`src/rtl/fetch_pkg.sv`:
```
// Shared definitions for the instruction-fetch stage and the control unit it feeds.
package fetch_pkg;

  localparam int DEF_BUS_WIDTH = 16;
  localparam int DEF_PC_WIDTH  = 8;
  localparam int DEF_TIMEOUT   = 15;

  localparam logic [1:0] ST_IDLE = 2'd0;
  localparam logic [1:0] ST_REQ  = 2'd1;
  localparam logic [1:0] ST_WAIT = 2'd2;

  // Opcode field (ir[15:12]) and ALU controls decoded by the control unit.
  localparam logic [3:0] OP_NOP   = 4'h0;
  localparam logic [3:0] OP_LOAD  = 4'h1;
  localparam logic [3:0] OP_STORE = 4'h2;
  localparam logic [3:0] OP_ADD   = 4'h3;
  localparam logic [3:0] OP_SUB   = 4'h4;
  localparam logic [3:0] OP_JMP   = 4'h5;

  typedef enum logic [2:0] {
    ALU_PASS = 3'd0,
    ALU_ADD  = 3'd1,
    ALU_SUB  = 3'd2,
    ALU_AND  = 3'd3,
    ALU_OR   = 3'd4
  } alu_ctrl_t;

endpackage

```
`src/rtl/fetch_if.sv`:
```
// Instruction-memory read bus between the fetch unit (master) and the memory (slave).
interface fetch_if #(
  parameter int BUS_WIDTH = 16,
  parameter int PC_WIDTH  = 8
);
  logic                 imem_req;
  logic [PC_WIDTH-1:0]  imem_addr;
  logic [BUS_WIDTH-1:0] imem_rdata;
  logic                 imem_valid;

  modport master (
    output imem_req,
    output imem_addr,
    input  imem_rdata,
    input  imem_valid
  );

  modport slave (
    input  imem_req,
    input  imem_addr,
    output imem_rdata,
    output imem_valid
  );
endinterface

```
`src/rtl/pc_reg.sv`:
```
// Program counter: jump takes priority over increment; increment wraps modulo 2^PC_WIDTH.
module pc_reg #(
  parameter int PC_WIDTH = 8
) (
  input  logic                clk,
  input  logic                reset,
  input  logic                pc_inc,
  input  logic                jump,
  input  logic [PC_WIDTH-1:0] jump_addr,
  output logic [PC_WIDTH-1:0] pc
);

  always_ff @(posedge clk) begin
    if (reset) begin
      pc <= '0;
    end else if (jump) begin
      pc <= jump_addr;
    end else if (pc_inc) begin
      pc <= pc + PC_WIDTH'(1);
    end
  end

endmodule

```
`src/rtl/fetch_unit.sv`:
```
// Instruction fetch: owns pc, runs the IDLE/REQ/WAIT memory handshake and latches ir.
module fetch_unit
  import fetch_pkg::*;
#(
  parameter int BUS_WIDTH = DEF_BUS_WIDTH,
  parameter int PC_WIDTH  = DEF_PC_WIDTH,
  parameter int TIMEOUT   = DEF_TIMEOUT
) (
  input  logic                 clk,
  input  logic                 reset,
  input  logic                 pc_inc,
  input  logic                 jump,
  input  logic [PC_WIDTH-1:0]  jump_addr,
  input  logic                 imem_read,
  fetch_if.master              mem,
  output logic [BUS_WIDTH-1:0] ir,
  output logic                 ir_valid,
  output logic [PC_WIDTH-1:0]  pc,
  output logic                 busy,
  output logic                 fetch_err
);

  // The abort fires on the WAIT cycle whose increment would reach TIMEOUT,
  // so exactly TIMEOUT WAIT cycles elapse before returning to IDLE.
  localparam logic [7:0] CNT_LAST = 8'(TIMEOUT - 1);

  logic [1:0] state;
  logic [7:0] cnt;

  pc_reg #(.PC_WIDTH(PC_WIDTH)) u_pc_reg (
    .clk       (clk),
    .reset     (reset),
    .pc_inc    (pc_inc),
    .jump      (jump),
    .jump_addr (jump_addr),
    .pc        (pc)
  );

  assign busy = (state == ST_REQ) || (state == ST_WAIT);

  always_ff @(posedge clk) begin
    if (reset) begin
      state         <= ST_IDLE;
      cnt           <= '0;
      mem.imem_req  <= 1'b0;
      mem.imem_addr <= '0;
      ir            <= '0;
      ir_valid      <= 1'b0;
      fetch_err     <= 1'b0;
    end else begin
      mem.imem_req <= 1'b0;
      ir_valid     <= 1'b0;
      case (state)
        ST_IDLE: begin
          if (imem_read) begin
            mem.imem_addr <= pc;
            mem.imem_req  <= 1'b1;
            state         <= ST_REQ;
          end
        end
        ST_REQ: begin
          cnt   <= '0;
          state <= ST_WAIT;
        end
        ST_WAIT: begin
          if (mem.imem_valid) begin
            ir       <= mem.imem_rdata;
            ir_valid <= 1'b1;
            state    <= ST_IDLE;
          end else if (cnt == CNT_LAST) begin
            fetch_err <= 1'b1;
            state     <= ST_IDLE;
          end else begin
            cnt <= cnt + 8'd1;
          end
        end
        default: state <= ST_IDLE;
      endcase
      // A request while a fetch is in flight is dropped but flagged.
      if (imem_read && busy) begin
        fetch_err <= 1'b1;
      end
    end
  end

endmodule

```
`src/flat_wrapper.sv`:
```
// flat-port wrapper written by rule: the top's interface ports become plain ports
module fetch_unit_flat import fetch_pkg::*;
#(
  parameter int BUS_WIDTH = DEF_BUS_WIDTH,
  parameter int PC_WIDTH  = DEF_PC_WIDTH,
  parameter int TIMEOUT   = DEF_TIMEOUT
)
  (clk, reset, pc_inc, jump, jump_addr, imem_read, ir, ir_valid, pc, busy, fetch_err, mem_imem_req, mem_imem_addr, mem_imem_rdata, mem_imem_valid);
  fetch_if #(.BUS_WIDTH(BUS_WIDTH), .PC_WIDTH(PC_WIDTH)) mem_i ();
  input  logic clk;
  input  logic reset;
  input  logic pc_inc;
  input  logic jump;
  input  logic [PC_WIDTH-1:0] jump_addr;
  input  logic imem_read;
  output logic [BUS_WIDTH-1:0] ir;
  output logic ir_valid;
  output logic [PC_WIDTH-1:0] pc;
  output logic busy;
  output logic fetch_err;
  output wire logic [$bits(mem_i.imem_req)-1:0] mem_imem_req;
  output wire logic [$bits(mem_i.imem_addr)-1:0] mem_imem_addr;
  input wire logic [$bits(mem_i.imem_rdata)-1:0] mem_imem_rdata;
  input wire logic [$bits(mem_i.imem_valid)-1:0] mem_imem_valid;
  assign mem_imem_req = mem_i.imem_req;
  assign mem_imem_addr = mem_i.imem_addr;
  assign mem_i.imem_rdata = mem_imem_rdata;
  assign mem_i.imem_valid = mem_imem_valid;
  fetch_unit #(.BUS_WIDTH(BUS_WIDTH), .PC_WIDTH(PC_WIDTH), .TIMEOUT(TIMEOUT)) u_core (.clk(clk), .reset(reset), .pc_inc(pc_inc), .jump(jump), .jump_addr(jump_addr), .imem_read(imem_read), .mem(mem_i), .ir(ir), .ir_valid(ir_valid), .pc(pc), .busy(busy), .fetch_err(fetch_err));
endmodule
```
`config.mk`:
```
export PLATFORM = sky130hd
export DESIGN_NAME = fetch_unit_flat
export DESIGN_NICKNAME = d
export VERILOG_FILES = /design/src/rtl/fetch_pkg.sv /design/src/rtl/fetch_if.sv /design/src/rtl/pc_reg.sv /design/src/rtl/fetch_unit.sv /design/src/flat_wrapper.sv
export SDC_FILE = /design/constraint.sdc
export NUM_CORES = 1
export LEC_CHECK = 0
export ABC_AREA = 1
export BUFFER_PORTS_ARGS = -buffer_cell sky130_fd_sc_hd__buf_2
export CORE_MARGIN = 1.5
export CORE_UTILIZATION = 45
export CTS_BUF_LIST = sky130_fd_sc_hd__clkbuf_8
export DETAILED_ROUTE_END_ITERATION = 12
export HOLD_SLACK_MARGIN = 0.15
export PLACE_DENSITY = 0.72
export SLEW_MARGIN = 40
export SYNTH_ARGS = -nofsm -noshare
export SYNTH_HDL_FRONTEND = slang
export SYNTH_SLANG_ARGS = --single-unit
```
`constraint.sdc`:
```
create_clock -name clk -period 1.7 [get_ports clk]
set_input_delay 0.425 -clock clk [delete_from_list [all_inputs] [get_ports clk]]
set_output_delay 0.425 -clock clk [all_outputs]
set_load 0.05 [all_outputs]
```
Word level (Yosys, flattened, before mapping). Cells that the tools add are included.

Bits in registers: 45. Bits of input ports: 30. Output and inout bits: 36. Logic and storage cells: 49.

$add $sub $neg: 2. Equal/unequal tests: 8. Muxes and demuxes: 15. Bitwise operators: 2. Reduce and logical (&&, ||, !) cells: 14.

Operator list (count): 8-bit 2-to-1 mux (4); 8-bit by 1-bit adder with 8-bit output, second input constant (2); 8-bit one-hot mux with 2 select lines (1); 8-bit by 4-bit == test with 1-bit output, second input constant (1); 2-bit nonzero test (4); 1-bit 2-to-1 mux (6); 2-bit 2-to-1 mux (3); 2-bit != test, second input constant (3); 2-bit one-hot mux with 3 select lines (1); 2-bit AND reduction (3); 3-bit AND reduction (2); 2-bit OR reduction (2); 3-bit != test, second input constant (1); 2-bit by 1-bit == test with 1-bit output, second input constant (1); 2-bit == test, second input constant (1); 2-bit logical NOT (1); 2-bit by 1-bit != test with 1-bit output, second input constant (1); 1-bit NOT (2); 1-bit logical AND (1); 1-bit logical OR (1).

Depth between registers and ports, before layout.
Depth after elaboration: 5. Gate-level depth with buffers: 8. Depth with buffers taken out: 8.

Cells and area by module. A second synthesis with hierarchy kept.

Cells, all modules: 283. Area, all modules: 2062.0 um^2.

Modules (own cells, without submodules): fetch_unit (instances 1, cells each 213, area each 1572.8 um^2, sequential area each 740.7 um^2); pc_reg (instances 1, cells each 70, area each 489.2 um^2, sequential area each 160.2 um^2).

Worst setup path after synthesis. OpenSTA, ideal clock, no wires.

Kind: reg2reg. From: register u_core.u_pc_reg.pc[1]. To: register u_core.u_pc_reg.pc[6]. Library setup time: 0.132 ns. Data arrival time: 1.329 ns. Data required time: 1.568 ns. Path slack: 0.238 ns. Cell stages (with the launch flop): 7. Buffers on the path: 0. Period minus slack after synthesis: 1.462 ns. Cell sequence: dfxtp_1 > ha_1 > nand3_1 > nor2_1 > nand2_1 > nand3_1 > a21oi_1.

Word-level cells in the longest chain between the ends: 3.

Ends and longest elaborated chain: from (decl) (RTL line pc_reg.sv:10) `output logic [PC_WIDTH-1:0] pc`; from (signal assigned) (RTL line pc_reg.sv:17) `pc <= jump_addr;`; from (signal assigned) (RTL line pc_reg.sv:19) `pc <= pc + PC_WIDTH'(1);`; 8-bit by 1-bit adder with 8-bit output (RTL line pc_reg.sv:19); 8-bit 2-to-1 mux (RTL line pc_reg.sv:18) `end else if (pc_inc) begin`; 8-bit 2-to-1 mux (RTL line pc_reg.sv:16) `end else if (jump) begin`.

Every way passes these cells. The select of a mux whose other input is x is not followed. A chain may end at the register's enable or synchronous reset.

Final worst setup path.
From: register u_core.state[0]. To: output port busy.

Word-level cells in the longest chain between the ends: 2. Elaborated cells between the ends (all ways): 3. Classes of those cells: eq/ne: 2; reduce/logical: 1.

Ends and longest elaborated chain: from (decl) (RTL line fetch_unit.sv:27) `logic [1:0] state;`; from (signal assigned) (RTL line fetch_unit.sv:43) `state <= ST_IDLE;`; from (signal assigned) (RTL line fetch_unit.sv:58) `state <= ST_REQ;`; from (signal assigned) (RTL line fetch_unit.sv:63) `state <= ST_WAIT;`; 2-bit by 1-bit == test with 1-bit output or 2-bit == test (tied branches) (RTL line fetch_unit.sv:39) `assign busy = (state == ST_REQ) || (state == ST_WAIT);`; 1-bit logical OR * (RTL line fetch_unit.sv:39); to (decl) (RTL line flat_wrapper.sv:19) `output logic busy;`.

Every way passes the cells marked *; elsewhere a longest branch is shown, timed or not.

==> results.yml <==
synth:
  synth_mux_area_share_pct: 0
  synthesis.nets: 299
  synth_compound_area_share_pct: 17.1
  yosys.area_share.adder_pct: 5.09
  synth-edff-count: 0
  synth_top_family_by_area: "simple AND/OR/NAND/NOR gates"
  synth-simple-area-share_pct: 23.3
  synth_cells: 261
  seq_area_frac_synth_pct: 45.8
  synth.avg_cell_area_sq_um: 7.53
  netlist_area_sq_mm: 0.00197
  synth_seq_cells: 45
  ys_types: 22
  synth-xor-area-share_pct: 2.23
  ys_dominant_reg_cell: "dfxtp_1"
  async_reset_ff_share_pct: 0
  yosys_warnings: 0
timing:
  slew_viol_final: 0
  worstMarginPinSlew_ps: 514
  whs_ps: 386
  post-route-min-period_ps: 1630
  rsz0062_at_grt: "no"
  setup_viol: 0
  final.setup.tns_ps: 0
  min_period_over_period_pct: 95.8
  slew_headroom_pct: 65.7
  fmax_mhz: 614
  finalHoldViolCount: 0
  skew_ps: 2.11
cts:
  clock_latency_ps: 290
  cts_hold_buffers: 0
  cts.path.max_buffers: 2
  post_cts_buffers: 0
  cts_sinks: 45
  htree_levels: 2
  clk_pin_slew_ps: 80
  cts_root_buf: "clkbuf_8"
  cts_tree: "built"
  cts_buffers: 5
  cts-resized-gates: 2
critical_path:
  cp-start-kind: "flop"
  path_cells: "inv_1 -> ha_1 -> buf_6"
  critPathMaxFanout: 4
  critPathKind: "reg -> out"
  r2r_cells: 7
  r2r-end: "u_core.cnt[0]$_SDFFE_PP0P_"
  cp_slowest_cell: "dfxtp_2"
  arrival_ps: 1200
  worstSetupEndpointType: "output pin"
  cp.required_ps: 1270
  reg2reg_from: "u_core.cnt[0]$_SDFFE_PP0P_"
  cp_slowest_stage_delay_ps: 360
  r2r_setup_slack_ps: 260
run:
  drv_cap: 0
outcome:
  status: "complete, no violations"
die:
  io_pins: 66
  core_sq_mm: 0.00409
  initial_core_util_pct: 48.1
  fp.dieH_um: 69.1
  die_w_um: 69.1
  dieArea_sq_mm: 0.00477
  rows: 23
placed_design:
  dp_cells: 372
  dp_hpwl_mm: 3.19
  io_buffers: 65
  gp_congestion: 0.816
layout:
  stdcell_count: 378
  nets: 367
  regArea_sq_um: 903
  drive_above_1_share_pct: 25.0
  multiInputGateArea_sq_um: 938
  top_register: "u_core.ir"
  fillers: 383
  diodes: 0
  largest_reg_flops: 16
  syn2layout_area_growth_pct: 23.4
routing:
  vias_per_cell: 4.96
  drc: 0
  dr.pass1.iters: 5
  wirelength_mm: 4.40
  first_iter_violations: 92
  post_drt_wl_per_cell_um: 11.6
  final_antenna_net_count: 0
  vias: 1876
global_route:
  grt_pass1_vias: 1713
  grt_antenna_before_repair: 0
  overflow: 0
  grt_usage_pct: 19.0
  grt_pass1_wl_mm: 7.57
  grt_max_degree: 29
worst_hold_path:
  hold_path_class: "in -> reg"
  min_to: "u_core.ir[10]$_SDFFE_PP0P_"
  min-delay-start: "mem_imem_rdata[10]"
  hold_path_depth: 3
power_and_ir_drop:
  max-vdd-ir-drop_v: 0.000586
  p_leak_nw: 1.16
  p_per_area_mw_per_mm2: 1020
cell families after synthesis:
| kind of cell | count (synthesis) |
|---|---|
| AND/OR/NAND/NOR | 109 |
| flip-flops | 45 |
| buffers and inverters | 32 |
| AO/OA/AOI/OAI | 62 |
| XOR/XNOR | 5 |
| adder cells (fa/ha/maj) | 8 |
worst max path at each step:
stage	from	end	slack (ps)	cells after the start
after floorplan	u_core.u_pc_reg.pc[1]$_SDFFE_PP0P_	u_core.u_pc_reg.pc[6]$_SDFFE_PP0P_	240	6
after global placement	u_core.state[0]$_SDFFE_PP0P_	busy	290	3
after detailed placement	u_core.state[0]$_SDFFE_PP0P_	u_core.ir[14]$_SDFFE_PP0P_	250	6
after CTS	u_core.state[1]$_SDFFE_PP0P_	busy	9	3
after global routing	u_core.state[0]$_SDFFE_PP0P_	busy	7	3
final	u_core.state[0]$_SDFFE_PP0P_	busy	70	3
cells in the final DEF, fill, tap and decap left out:
cell      Yosys  layout
a21oi_1      23      23
a21oi_2       1       1
a22oi_1       3       3
a31oi_1       1       1
buf_2         2      64
buf_4         1       3
buf_6         0       1
clkbuf_8      0       5
clkinv_2      0       1
dfxtp_1      45      43
dfxtp_2       0       2
ha_1          8       8
inv_1        25      25
nand2_1      35      35
nand2_4       1       1
nand3_1      17      17
nand3_2       1       1
nand4_1       2       2
nor2_1       50      50
nor3b_1       1       1
o21ai_0      33      33
o21bai_4      1       1
or2_2         2       2
xor2_1        5       5
report_power, final:
part | switching (mW) | leakage, nW | internal (mW)
registers | 0.0530 | 0.368 | 1.14
clock network | 0.325 | 0.0399 | 0.271
logic | 0.507 | 0.752 | 0.188
total | 0.885 | 1.16 | 1.60
layout make-up:
cell class | instances | area share (%)
Clock inverter | 1 | 0.206
Timing Repair Buffer | 68 | 14.6
Tap cell | 50 | 2.58
Clock buffer | 5 | 2.84
Multi-Input combinational cell | 184 | 38.7
Sequential cell | 45 | 37.2
Inverter | 25 | 3.87
worst max-delay path: cells and delay by family (launching register included):
family,cells,cell delay (ps)
flops,1,360
buf+inv,2,230
fa+ha+maj,1,320
metrics by stage:
| step | util [%] | cell area (sq um) | total power [mW] | setup slack (ps) |
|---|---|---|---|---|
| 5_1_grt | 59.4 | 2430 | 2.62 | 7.20 |
| 4_1_cts | 59.2 | 2420 | 2.50 | 8.72 |
| 2_1_floorplan | - | 1970 | 1.73 | 238 |
| 6_report | 59.4 | 2430 | 2.48 | 71.3 |
| 3_5_place_dp | 57.3 | 2340 | 1.89 | 247 |
| 3_3_place_gp | 57.3 | 2340 | 1.88 | 290 |
routing by layer:
layer	share of wire [%]	global-route usage (%)
met3	6.2	4.53
met1	48	24.6
met4	0.45	7.63
met2	45	30.4
met5	0	0
synth_stat cells, types with 2 or more instances:
| master | n | area share (%) |
|---|---|---|
| ha_1 | 8 | 5.1 |
| xor2_1 | 5 | 2.2 |
| nor2_1 | 50 | 9.5 |
| or2_2 | 2 | 0.64 |
| nand4_1 | 2 | 0.64 |
| a21oi_1 | 23 | 5.9 |
| buf_2 | 2 | 0.51 |
| inv_1 | 25 | 4.8 |
| dfxtp_1 | 45 | 46 |
| o21ai_0 | 33 | 8.4 |
| nand2_1 | 35 | 6.7 |
| clkbuf_1 | 3 | 0.57 |
| a22oi_1 | 3 | 1.1 |
| nand3_1 | 17 | 4.3 |
(Power assumes the default switching activity.)
